==> src/rtl/detector_sentido_pkg.sv <==
// detector_sentido_pkg: state encoding and counter width helper for the crossing detector
package detector_sentido_pkg;
  typedef enum logic [2:0] {
    IDLE   = 3'd0,
    E1     = 3'd1,
    E2     = 3'd2,
    E3     = 3'd3,
    X1     = 3'd4,
    X2     = 3'd5,
    X3     = 3'd6,
    ESPERA = 3'd7
  } state_t;
  function automatic int cnt_w(input int n);
    return n > 2 ? $clog2(n) : 1;
  endfunction
endpackage

==> src/rtl/detector_sentido_antirrebote.sv <==
// antirrebote: 2-flop synchronizer plus debouncer for one raw sensor line
module antirrebote
  import detector_sentido_pkg::*;
#(
  parameter int DEB_CYCLES = 4
) (
  input  logic clk,
  input  logic reset,
  input  logic raw,
  output logic deb
);
  localparam int CW = cnt_w(DEB_CYCLES);
  logic [1:0]    sync;
  logic [CW-1:0] cnt;
  always_ff @(posedge clk or negedge reset)
    if (!reset) begin
      sync <= '0;
      cnt  <= '0;
      deb  <= 1'b0;
    end else begin
      sync <= {sync[0], raw};
      if (sync[1] == deb) cnt <= '0;
      else if (cnt == CW'(DEB_CYCLES - 1)) begin
        deb <= sync[1];
        cnt <= '0;
      end else cnt <= cnt + CW'(1);
    end
endmodule

==> src/rtl/detector_sentido.sv <==
// detector_sentido: turns two debounced photo-barrier sensors into entry/exit pulses,
// rejecting aborted, reversed or stuck crossings.
module detector_sentido
  import detector_sentido_pkg::*;
#(
  parameter int DEB_CYCLES     = 4,
  parameter int TIMEOUT_CYCLES = 1000
) (
  input  logic clk,
  input  logic reset,
  input  logic sa,
  input  logic sb,
  input  logic lleno,
  output logic z1,
  output logic z2,
  output logic err,
  output logic barrera
);
  localparam int TW = cnt_w(TIMEOUT_CYCLES);
  logic          a, b, act, to;
  logic [1:0]    ab;
  logic [TW-1:0] tcnt;
  state_t        state, nxt, n;
  antirrebote #(.DEB_CYCLES(DEB_CYCLES)) u_a (.clk(clk), .reset(reset), .raw(sa), .deb(a));
  antirrebote #(.DEB_CYCLES(DEB_CYCLES)) u_b (.clk(clk), .reset(reset), .raw(sb), .deb(b));
  assign ab = {a, b};
  always_comb begin
    nxt = state;
    case (state)
      IDLE:    nxt = ab == 2'b10 ? E1 : ab == 2'b01 ? X1 : ab == 2'b11 ? ESPERA : IDLE;
      E1:      nxt = ab == 2'b11 ? E2 : ab == 2'b00 ? IDLE : ab == 2'b01 ? ESPERA : E1;
      E2:      nxt = ab == 2'b01 ? E3 : ab == 2'b10 ? E1 : ab == 2'b00 ? ESPERA : E2;
      E3:      nxt = ab == 2'b00 ? IDLE : ab == 2'b11 ? E2 : ab == 2'b10 ? ESPERA : E3;
      X1:      nxt = ab == 2'b11 ? X2 : ab == 2'b00 ? IDLE : ab == 2'b10 ? ESPERA : X1;
      X2:      nxt = ab == 2'b10 ? X3 : ab == 2'b01 ? X1 : ab == 2'b00 ? ESPERA : X2;
      X3:      nxt = ab == 2'b00 ? IDLE : ab == 2'b11 ? X2 : ab == 2'b01 ? ESPERA : X3;
      ESPERA:  nxt = ab == 2'b00 ? IDLE : ESPERA;
      default: nxt = IDLE;
    endcase
  end
  // a crossing stuck in one state for too long is abandoned
  assign act = state != IDLE && state != ESPERA;
  assign to  = act && nxt == state && tcnt == TW'(TIMEOUT_CYCLES - 1);
  assign n   = to ? ESPERA : nxt;
  always_ff @(posedge clk or negedge reset)
    if (!reset) begin
      state   <= IDLE;
      tcnt    <= '0;
      z1      <= 1'b0;
      z2      <= 1'b0;
      err     <= 1'b0;
      barrera <= 1'b0;
    end else begin
      state   <= n;
      tcnt    <= (act && n == state) ? tcnt + TW'(1) : '0;
      z1      <= state == E3 && n == IDLE && !lleno;
      z2      <= state == X3 && n == IDLE;
      err     <= (n == ESPERA && state != ESPERA) || (state == E3 && n == IDLE && lleno);
      barrera <= !lleno && n != ESPERA;
    end
endmodule

==> config.mk <==
export PLATFORM = sky130hd
export DESIGN_NAME = detector_sentido
export DESIGN_NICKNAME = d
export VERILOG_FILES = /design/src/rtl/detector_sentido_pkg.sv /design/src/rtl/detector_sentido_antirrebote.sv /design/src/rtl/detector_sentido.sv
export SDC_FILE = /design/constraint.sdc
export NUM_CORES = 1
export LEC_CHECK = 0
export ABC_AREA = 0
export CAP_MARGIN = 40
export CORE_ASPECT_RATIO = 1.1
export CORE_MARGIN = 3
export CORE_UTILIZATION = 48
export DETAILED_ROUTE_END_ITERATION = 8
export GPL_TIMING_DRIVEN = 0
export PLACE_DENSITY = 0.76
export SLEW_MARGIN = 25
export SYNTH_ARGS = -nofsm -noshare
export SYNTH_HDL_FRONTEND = slang
export SYNTH_SLANG_ARGS = --single-unit
==> constraint.sdc <==
create_clock -name clk -period 3.4 [get_ports clk]
set_input_delay 0.68 -clock clk [delete_from_list [all_inputs] [get_ports clk]]
set_output_delay 0.68 -clock clk [all_outputs]
set_load 0.02 [all_outputs]
## Word level (Yosys, flattened, before mapping)

Index checks and enable logic that the tools add are counted.
Widths: inputs -> output; s select.

| word-level totals | value |
|---|---|
| word-level logic and storage cells | 84 |
| register bits | 27 |
| input bits | 5 |
| output and inout bits | 4 |

| cells by class | value |
|---|---|
| bitwise operators | 2 |
| muxes and demuxes | 29 |
| $add $sub $neg | 3 |
| equality and inequality tests | 20 |
| reduce and logical (&&, ||, !) cells | 18 |

Operators by type and width:

| operator | count |
|---|---|
| $mux 3 | 17 |
| $pmux 3 s8 | 1 |
| $mux 2 | 9 |
| $eq 3x3->1 const B | 5 |
| $add 10x1->10 const B | 1 |
| $eq 10x10->1 const B | 1 |
| $logic_and 1x1->1 | 10 |
| $mux 10 | 1 |
| $eq 2x2->1 const B | 4 |
| $eq 3x2->1 const B | 2 |
| $eq 3x3->1 | 2 |
| $logic_not 3->1 | 2 |
| $ne 3x3->1 const B | 2 |
| $add 2x1->2 const B | 2 |
| $reduce_and 2->1 | 2 |
| $eq 3x1->1 const B | 1 |
| $reduce_bool 3->1 | 1 |
| $eq 1x1->1 | 2 |
| $eq 2x1->1 const B | 1 |
| $logic_not 2->1 | 1 |
| $not 1->1 | 2 |
| $logic_not 1->1 | 1 |
| $logic_or 1x1->1 | 1 |
| $mux 1 | 1 |

## Longest topological paths before layout

Gate-level depths: netlist of run 1.

| depth | value |
|---|---|
| word-level depth | 13 |
| depth in mapped cells | 8 |
| depth with buffers taken out | 8 |

## By module

From an unflattened synthesis of run 1, not the netlist that was laid out.

| unflattened totals | value |
|---|---|
| cell total of the unflattened synthesis | 159 |
| area total of the unflattened synthesis | 1660.3 um2 |

Modules (own cells, without submodules):

| module | area an instance (um2) | cells each | instances | sequential area each (um2) |
|---|---|---|---|---|
| detector_sentido | 1312.5 | 139 | 1 | 425.4 |
| antirrebote | 173.9 | 10 | 2 | 125.1 |

## Worst setup path after synthesis of run 1

No wires, ideal clock.

| timing | value |
|---|---|
| path type | register to register |
| start point | register u_a.deb |
| end point | register err |
| required time | 3.276 ns |
| library setup time | 0.124 ns |
| clock period less this slack | 1.939 ns |
| arrival | 1.815 ns |
| cell stages (with the launch flop) | 9 |
| buffers on the path | 0 |
| setup slack | 1.461 ns |
| cell sequence | dfrtp_1 > inv_1 > ha_1 > or3b_1 > o31ai_1 > a21oi_1 > a41o_1 > a32oi_1 > o21ai_1 |

| on the way | value |
|---|---|
| longest elaborated chain between the ends | 13 |
| elaborated cells between the ends (all ways) | 37 |
| classes of those cells | 5 x eq/ne; 24 x mux; 8 x reduce/logical |

RTL lines:

| element | RTL line | RTL |
|---|---|---|
| from (decl) | detector_sentido_antirrebote.sv:10 | `output logic deb` |
| from (signal assigned) | detector_sentido_antirrebote.sv:24 | `deb <= sync[1];` |
| $eq 2x1->1, or another cell as far along | n/a |  |
| $mux 1, or another cell as far along | detector_sentido.sv:36 | `X3: nxt = ab == 2'b00 ? IDLE : ab == 2'b11 ? X2 : ab == 2'b01 ? ESPERA : X3;` |
| $mux 2, or another cell as far along | detector_sentido.sv:36 |  |
| $mux 3, or another cell as far along | detector_sentido.sv:36 |  |
| $pmux 3 s8 (*) | detector_sentido.sv:29 | `case (state)` |
| $eq 3x3->1 | detector_sentido.sv:43 | `assign to = act && nxt == state && tcnt == TW'(TIMEOUT_CYCLES - 1);` |
| $logic_and 1x1->1 (2 in a row) | detector_sentido.sv:43 |  |
| $mux 3 (*) | detector_sentido.sv:44 | `assign n = to ? ESPERA : nxt;` |
| via n[2] | detector_sentido.sv:23 | `state_t state, nxt, n;` |
| $logic_not 3->1 | detector_sentido.sv:58 | `err <= (n == ESPERA && state != ESPERA) \|\| (state == E3 && n == IDLE && lleno);` |
| $logic_and 1x1->1 (2 in a row) | detector_sentido.sv:58 |  |
| $logic_or 1x1->1 (*) | detector_sentido.sv:58 |  |
| to (signal assigned) | detector_sentido.sv:58 |  |
| to (decl) | detector_sentido.sv:16 | `output logic err,` |

Mark *: on every way through the listed nets, which the timed path passes. The rest lies on a longest branch.
A chain may end at the register's enable or synchronous reset.

## Final worst setup path of run 1

Same ends and word-level chain as after synthesis.

==> results of run 1 <==
## per-layer routing
metal / global-route usage / wire (um) / share of wire
met1: 0.220 / 1220 / 0.45
met2: 0.264 / 1360 / 0.50
met3: 0.0255 / 107 / 0.039
met4: 0.0554 / 38 / 0.014
met5: 0 / 0 / 0
## how the worst max path moves through the flow
stage,startpoint,endpoint,slack (ns),depth (start not counted)
2_1_floorplan,u_a.deb$_DFFE_PN0P_,err$_DFF_PN0_,1.46,8
3_3_place_gp,u_a.deb$_DFFE_PN0P_,err$_DFF_PN0_,1.24,8
3_5_place_dp,u_a.deb$_DFFE_PN0P_,err$_DFF_PN0_,1.20,8
4_1_cts,u_a.deb$_DFFE_PN0P_,err$_DFF_PN0_,1.17,8
5_1_grt,u_b.deb$_DFFE_PN0P_,tcnt[1]$_DFF_PN0_,1.00,8
6_report,u_a.deb$_DFFE_PN0P_,err$_DFF_PN0_,1.14,8
## cell families (layout without fill, tap and decap cells)
| kind of cell | Yosys count | in the layout | synth area share |
|---|---|---|---|
| and+or+nand+nor | 63 | 63 | 0.215 |
| DFF | 27 | 27 | 0.443 |
| muxes | 2 | 2 | 0.0139 |
| adders and majority gates | 11 | 11 | 0.0902 |
| AOI/OAI and AO/OA | 26 | 26 | 0.130 |
| buffers and inverters | 13 | 25 | 0.0451 |
| xor gates and xnor gates | 11 | 11 | 0.0632 |
## sequential cells by signal, indices dropped and copies added (netlist names), 2 cells and up
name / flops
u_a.cnt: 2
tcnt: 10
u_b.sync: 2
state: 3
u_b.cnt: 2
u_a.sync: 2
## critical path, delay by kind of cell, from the launching register on
family                     cells  cell delay, ns
DFF                            1            0.50
adders and majority gates      1            0.39
and+or+nand+nor                1            0.40
buffers and inverters          1            0.15
AOI/OAI and AO/OA              5            0.71
## power by group
| group | switching [mW] | internal, mW | total (mW) |
|---|---|---|---|
| sequential | 0.0539 | 0.390 | 0.444 |
| clock | 0.0849 | 0.0458 | 0.131 |
| combinational | 0.506 | 0.333 | 0.839 |
| total | 0.645 | 0.768 | 1.41 |
## synthesized netlist by cell type, types with 2 or more instances
cell type  instances  area [sq um]
ha_1              11           138
xnor2_1            7          61.3
a31oi_1            2          12.5
o221ai_1           2          17.5
a21oi_1            5          25.0
nor2_1            20          75.1
nand3b_1           2          15.0
nand2_1           13          48.8
nor3_1             3          15.0
dfrtp_1           27           676
o22ai_1            2          12.5
nand3_1            7          35.0
nor2b_1            3          18.8
and3_1             6          37.5
a32oi_1            2          17.5
buf_4              3          22.5
nor4_2             2          25.0
inv_1              7          26.3
xor2_1             4          35.0
o21ai_0            3          15.0
o211ai_1           2          15.0
## cell type report
cell class	count	area (sq um)
plain buffers	5	38.8
repair buffers	8	75.1
fillers	249	1230
clock buffers	4	26.3
inverters	8	30.0
multi-input cells	113	781
well taps	33	41.3
flip-flops and latches	27	676
==> flow_summary_export.csv, run 1 <==
group,metric,value,unit
run_status,outcome,"complete, no violations",
synthesis,synth_edf_count,0,
synthesis,syn_avg_cell_area,9.97,sq um
hold_path,hold_class,"input port to async pin",
setup_path,crit_fanout,6,
pwr,leakagePower,0.748,nW
setup_path,cpMaxStageDelayCell,"dfrtp_1",
synthesis,synth_cells,153,
setup_path,cp.arrival,2.47,ns
die,dieArea,3890,sq um
clock_network,cts_tree,"yes",
final_layout,syn2layout_area_growth,9.35,%
drt,finalWirelength,2.72,mm
timing,finalHoldViolations,0,
job,cap_violations,0,
setup_path,worstSetupPathType,"register to register",
die,core_region_area,2900,sq um
timing,fin_ws,1.14,ns
final_layout,stdcell_area,1670,sq um
drt,routed_via_density,5.78,
final_layout,layout_common_cells,"27 x dfrtp_1, 20 x nor2_1, 13 x nand2_1",
clock_network,clockBufferDepth,2,
drt,drcViolationCount,0,
setup_path,required,3.61,ns
setup_path,r2r-start,"u_a.deb$_DFFE_PN0P_",
clock_network,cts.repair.resized,0,
place,dpl_worst_slack,1.20,ns
clock_network,cts_sinks,27,
timing,slew_headroom,0.618,
synthesis,ys_seq_area_frac,0.443,
setup_path,crit_path_start_kind,"register",
clock_network,cts-root-buf,"clkbuf_4",
timing,finalSetupTns,0,ns
global_route,antenna_found_initial,0,
final_layout,drive_gt1_frac,0.0848,
synthesis,ys_types,41,
clock_network,hold_buffers,0,
clock_network,cts_buffers,3,
global_route,grt_pass1_wl,5.05,mm
drt,wire_per_inst,13.7,um
setup_path,max_stage_delay,0.50,ns
timing,rsz0062_at_grt,"false",
drt,drt_iter0_markers,120,
place,gp_congestion,0.971,
global_route,grt_max_degree,28,
die,ioPinCount,9,
drt,vias,1144,
synthesis,synth-seq-cells,27,
synthesis,synth_top_flop_cell,"dfrtp_1",
place,placed_cells,194,
timing,worst_pin_slew,0.574,ns
place,dp_hpwl,2.06,mm
pwr,powerDensity,847,nW/um^2
setup_path,regToRegEndpoint,"err$_DFF_PN0_",
synthesis,ys_warn_count,0,
setup_path,crit_path_end_kind,"register",
global_route,grt_overflow_total,0,
synthesis,synthArstFlopShare,1.00,
final_layout,final_core_util,0.575,
timing,setup_viol,0,
clock_network,clkTransAtPathRegs,0.13,ns
pwr,power,1.41,mW
synthesis,synthesis.nets,169,
global_route,track_usage,0.163,
pwr,ir_drop,545,uV
drt,firstDrtPassIters,4,
final_layout,nNetsFinal,182,
timing,finClkSkew,0.00127,ns
die,rows,20,
place,placed_area,1640,sq um
timing,drv_slew,0,
drt,ant_nets,0,
clock_network,clock_latency,0.31,ns
global_route,grt_pass1_vias,1163,
die,initial_core_util,0.525,
final_layout,n_antenna_cell,0,
place,port_buffers,8,
die,fp.dieW,59.7,um
final_layout,fin_cells,198,
synthesis,synthesis.area,1530,sq um
setup_path,r2r_slack,1.14,ns
timing,period_share,0.664,
timing,layout_min_cycle_time,2.26,ns
die,die_h,65.1,um
setup_path,ff2ff_path_depth,8,
final_layout,final_common_cell,"dfrtp_1",
timing,holdWs,0.343,ns
timing,fmax,443,MHz
clock_network,cts_max_level,1,
setup_path,crit_chain,"inv_1 > ha_1 > or3b_1 > o31ai_1 > a21oi_1 > a41o_1 > a32oi_1 > o21ai_1",
clock_network,post-cts-setup-buffers,0,
No activity file was read; power rests on OpenSTA's default activity.
==> run 2, diff against run 1 <==
Clock period 3.4 ns to 2.1 ns, I/O delays scaled along.
==> flow_summary_export.csv, run 2 (synthesis results as in run 1) <==
group,metric,value,unit
setup_path,crit_cells,8,
final_layout,drive_gt1_frac,0.198,
final_layout,nNetsFinal,189,
hold_path,hold_class,"input port to async pin",
setup_path,required,2.31,ns
setup_path,ff2ff_path_depth,8,
global_route,track_usage,0.164,
drt,ant_nets,0,
final_layout,layout_common_cells,"25 x dfrtp_1, 20 x nor2_1, 12 x nand2_1",
place,port_buffers,8,
timing,finalSetupTns,0,ns
place,gp_congestion,0.971,
drt,finalWirelength,3.04,mm
drt,drt_iter0_markers,103,
setup_path,critPathTopFamily,"compound AO/OA/AOI/OAI gates",
die,fp.dieW,59.7,um
drt,wire_per_inst,14.8,um
global_route,grt_pass1_wl,5.08,mm
die,initial_core_util,0.525,
run_status,outcome,"complete, no violations",
setup_path,cpMaxStageDelayCell,"dfrtp_2",
setup_path,crit_path_end_kind,"register",
global_route,grt_overflow_total,0,
final_layout,fillers,238,
pwr,powerDensity,1480,nW/um^2
global_route,antenna_found_initial,0,
final_layout,largest_reg_flops,10,
drt,drcViolationCount,0,
final_layout,final_core_util,0.610,
place,dp_hpwl,2.06,mm
timing,period_share,0.977,
clock_network,clock_latency,0.31,ns
pwr,ir_drop,871,uV
job,cap_violations,0,
timing,slew_headroom,0.613,
clock_network,cts_buffers,3,
final_layout,multi_input_area,835,sq um
final_layout,n_antenna_cell,0,
die,core_region_area,2900,sq um
clock_network,clockBufferDepth,2,
place,placed_area,1640,sq um
timing,finalHoldViolations,0,
drt,firstDrtPassIters,5,
setup_path,crit_chain,"buf_4 > ha_1 > mux2_2 > a21oi_1 > a21oi_2 > a41o_1 > a32oi_1 > o21ai_1",
drt,vias,1227,
clock_network,cts_max_level,1,
die,rows,20,
global_route,grt_max_degree,28,
final_layout,final_common_cell,"dfrtp_1",
timing,finClkSkew,0.00106,ns
final_layout,regMostFlops,"tcnt",
timing,worst_pin_slew,0.581,ns
clock_network,cts_sinks,27,
setup_path,worstSetupPathType,"register to register",
die,dieArea,3890,sq um
drt,routed_via_density,5.99,
pwr,leakagePower,0.775,nW
setup_path,path_buf_inv,1,
global_route,grt_pass1_vias,1174,
clock_network,cts_tree,"yes",
final_layout,stdcell_area,1770,sq um
final_layout,top_regs,"tcnt (10), state (3)",
setup_path,max_stage_delay,0.47,ns
die,die_h,65.1,um
setup_path,r2r-start,"u_b.deb$_DFFE_PN0P_",
clock_network,clkTransAtPathRegs,0.13,ns
final_layout,regArea,678,sq um
timing,fmax,487,MHz
clock_network,hold_buffers,0,
timing,setup_viol,0,
clock_network,cts-root-buf,"clkbuf_4",
timing,holdWs,0.0865,ns
setup_path,cp.arrival,2.26,ns
timing,layout_min_cycle_time,2.05,ns
die,ioPinCount,9,
final_layout,syn2layout_area_growth,16.2,%
setup_path,crit_path_start_kind,"register",
timing,drv_slew,0,
setup_path,startpoint,"u_b.deb$_DFFE_PN0P_",
setup_path,crit_fanout,5,
pwr,power,2.63,mW
-- run 2: routing by layer --
layer  share of wire  GRT usage
met3           0.029     0.0255
met1            0.44      0.223
met5               0          0
met2            0.51      0.259
met4           0.018     0.0609
-- run 2: path summary, 6_finish.rpt --
check,endpoint,slack [ns]
setup / recovery,err$_DFF_PN0_,0.05
hold / removal,u_b.sync[0]$_DFF_PN0_,0.09
setup reg to reg,err$_DFF_PN0_,0.05
hold reg to reg,u_b.sync[1]$_DFF_PN0_,0.36
max in group asynchronous,u_b.deb$_DFFE_PN0P_,1.60
min in group clk,u_b.sync[1]$_DFF_PN0_,0.36
-- run 2: power by group --
part | leakage, nW | switching [mW] | internal [mW]
Clock | 0.0150 | 0.139 | 0.0742
Sequential | 0.349 | 0.0757 | 0.635
Combinational | 0.411 | 0.975 | 0.728
-- run 2: stage by stage --
step / instances / setup slack [ns]
floorplan: 153 / 0.161
finish: 205 / 0.0482
global route: 205 / -0.0345
detailed placement: 194 / -0.0996
CTS: 199 / 0.0133
global placement: 194 / -0.0563
-- run 2: worst reg2reg max path: stages, from the launching register on --
cell     delay, ns
dfrtp_2       0.47
buf_4         0.15
ha_1          0.19
mux2_2        0.27
a21oi_1       0.21
a21oi_2       0.11
a41o_1        0.29
a32oi_1       0.17
o21ai_1       0.09
-- run 2: timing repair --
item | in CTS | in global routing
resized for setup | 3 | 12
endpoints found under the setup margin | 16 | 16
cloned | 0 | 1
setup buffers | 1 | 5
pin swaps | 0 | 5
-- run 2: final cells by class --
cell class / count / area share
multi-input cells: 114 / 0.471
flip-flops and latches: 27 / 0.383
repair buffers: 14 / 0.0678
well taps: 33 / 0.0233
plain buffers: 5 / 0.0219
inverters: 8 / 0.0184
clock buffers: 4 / 0.0148
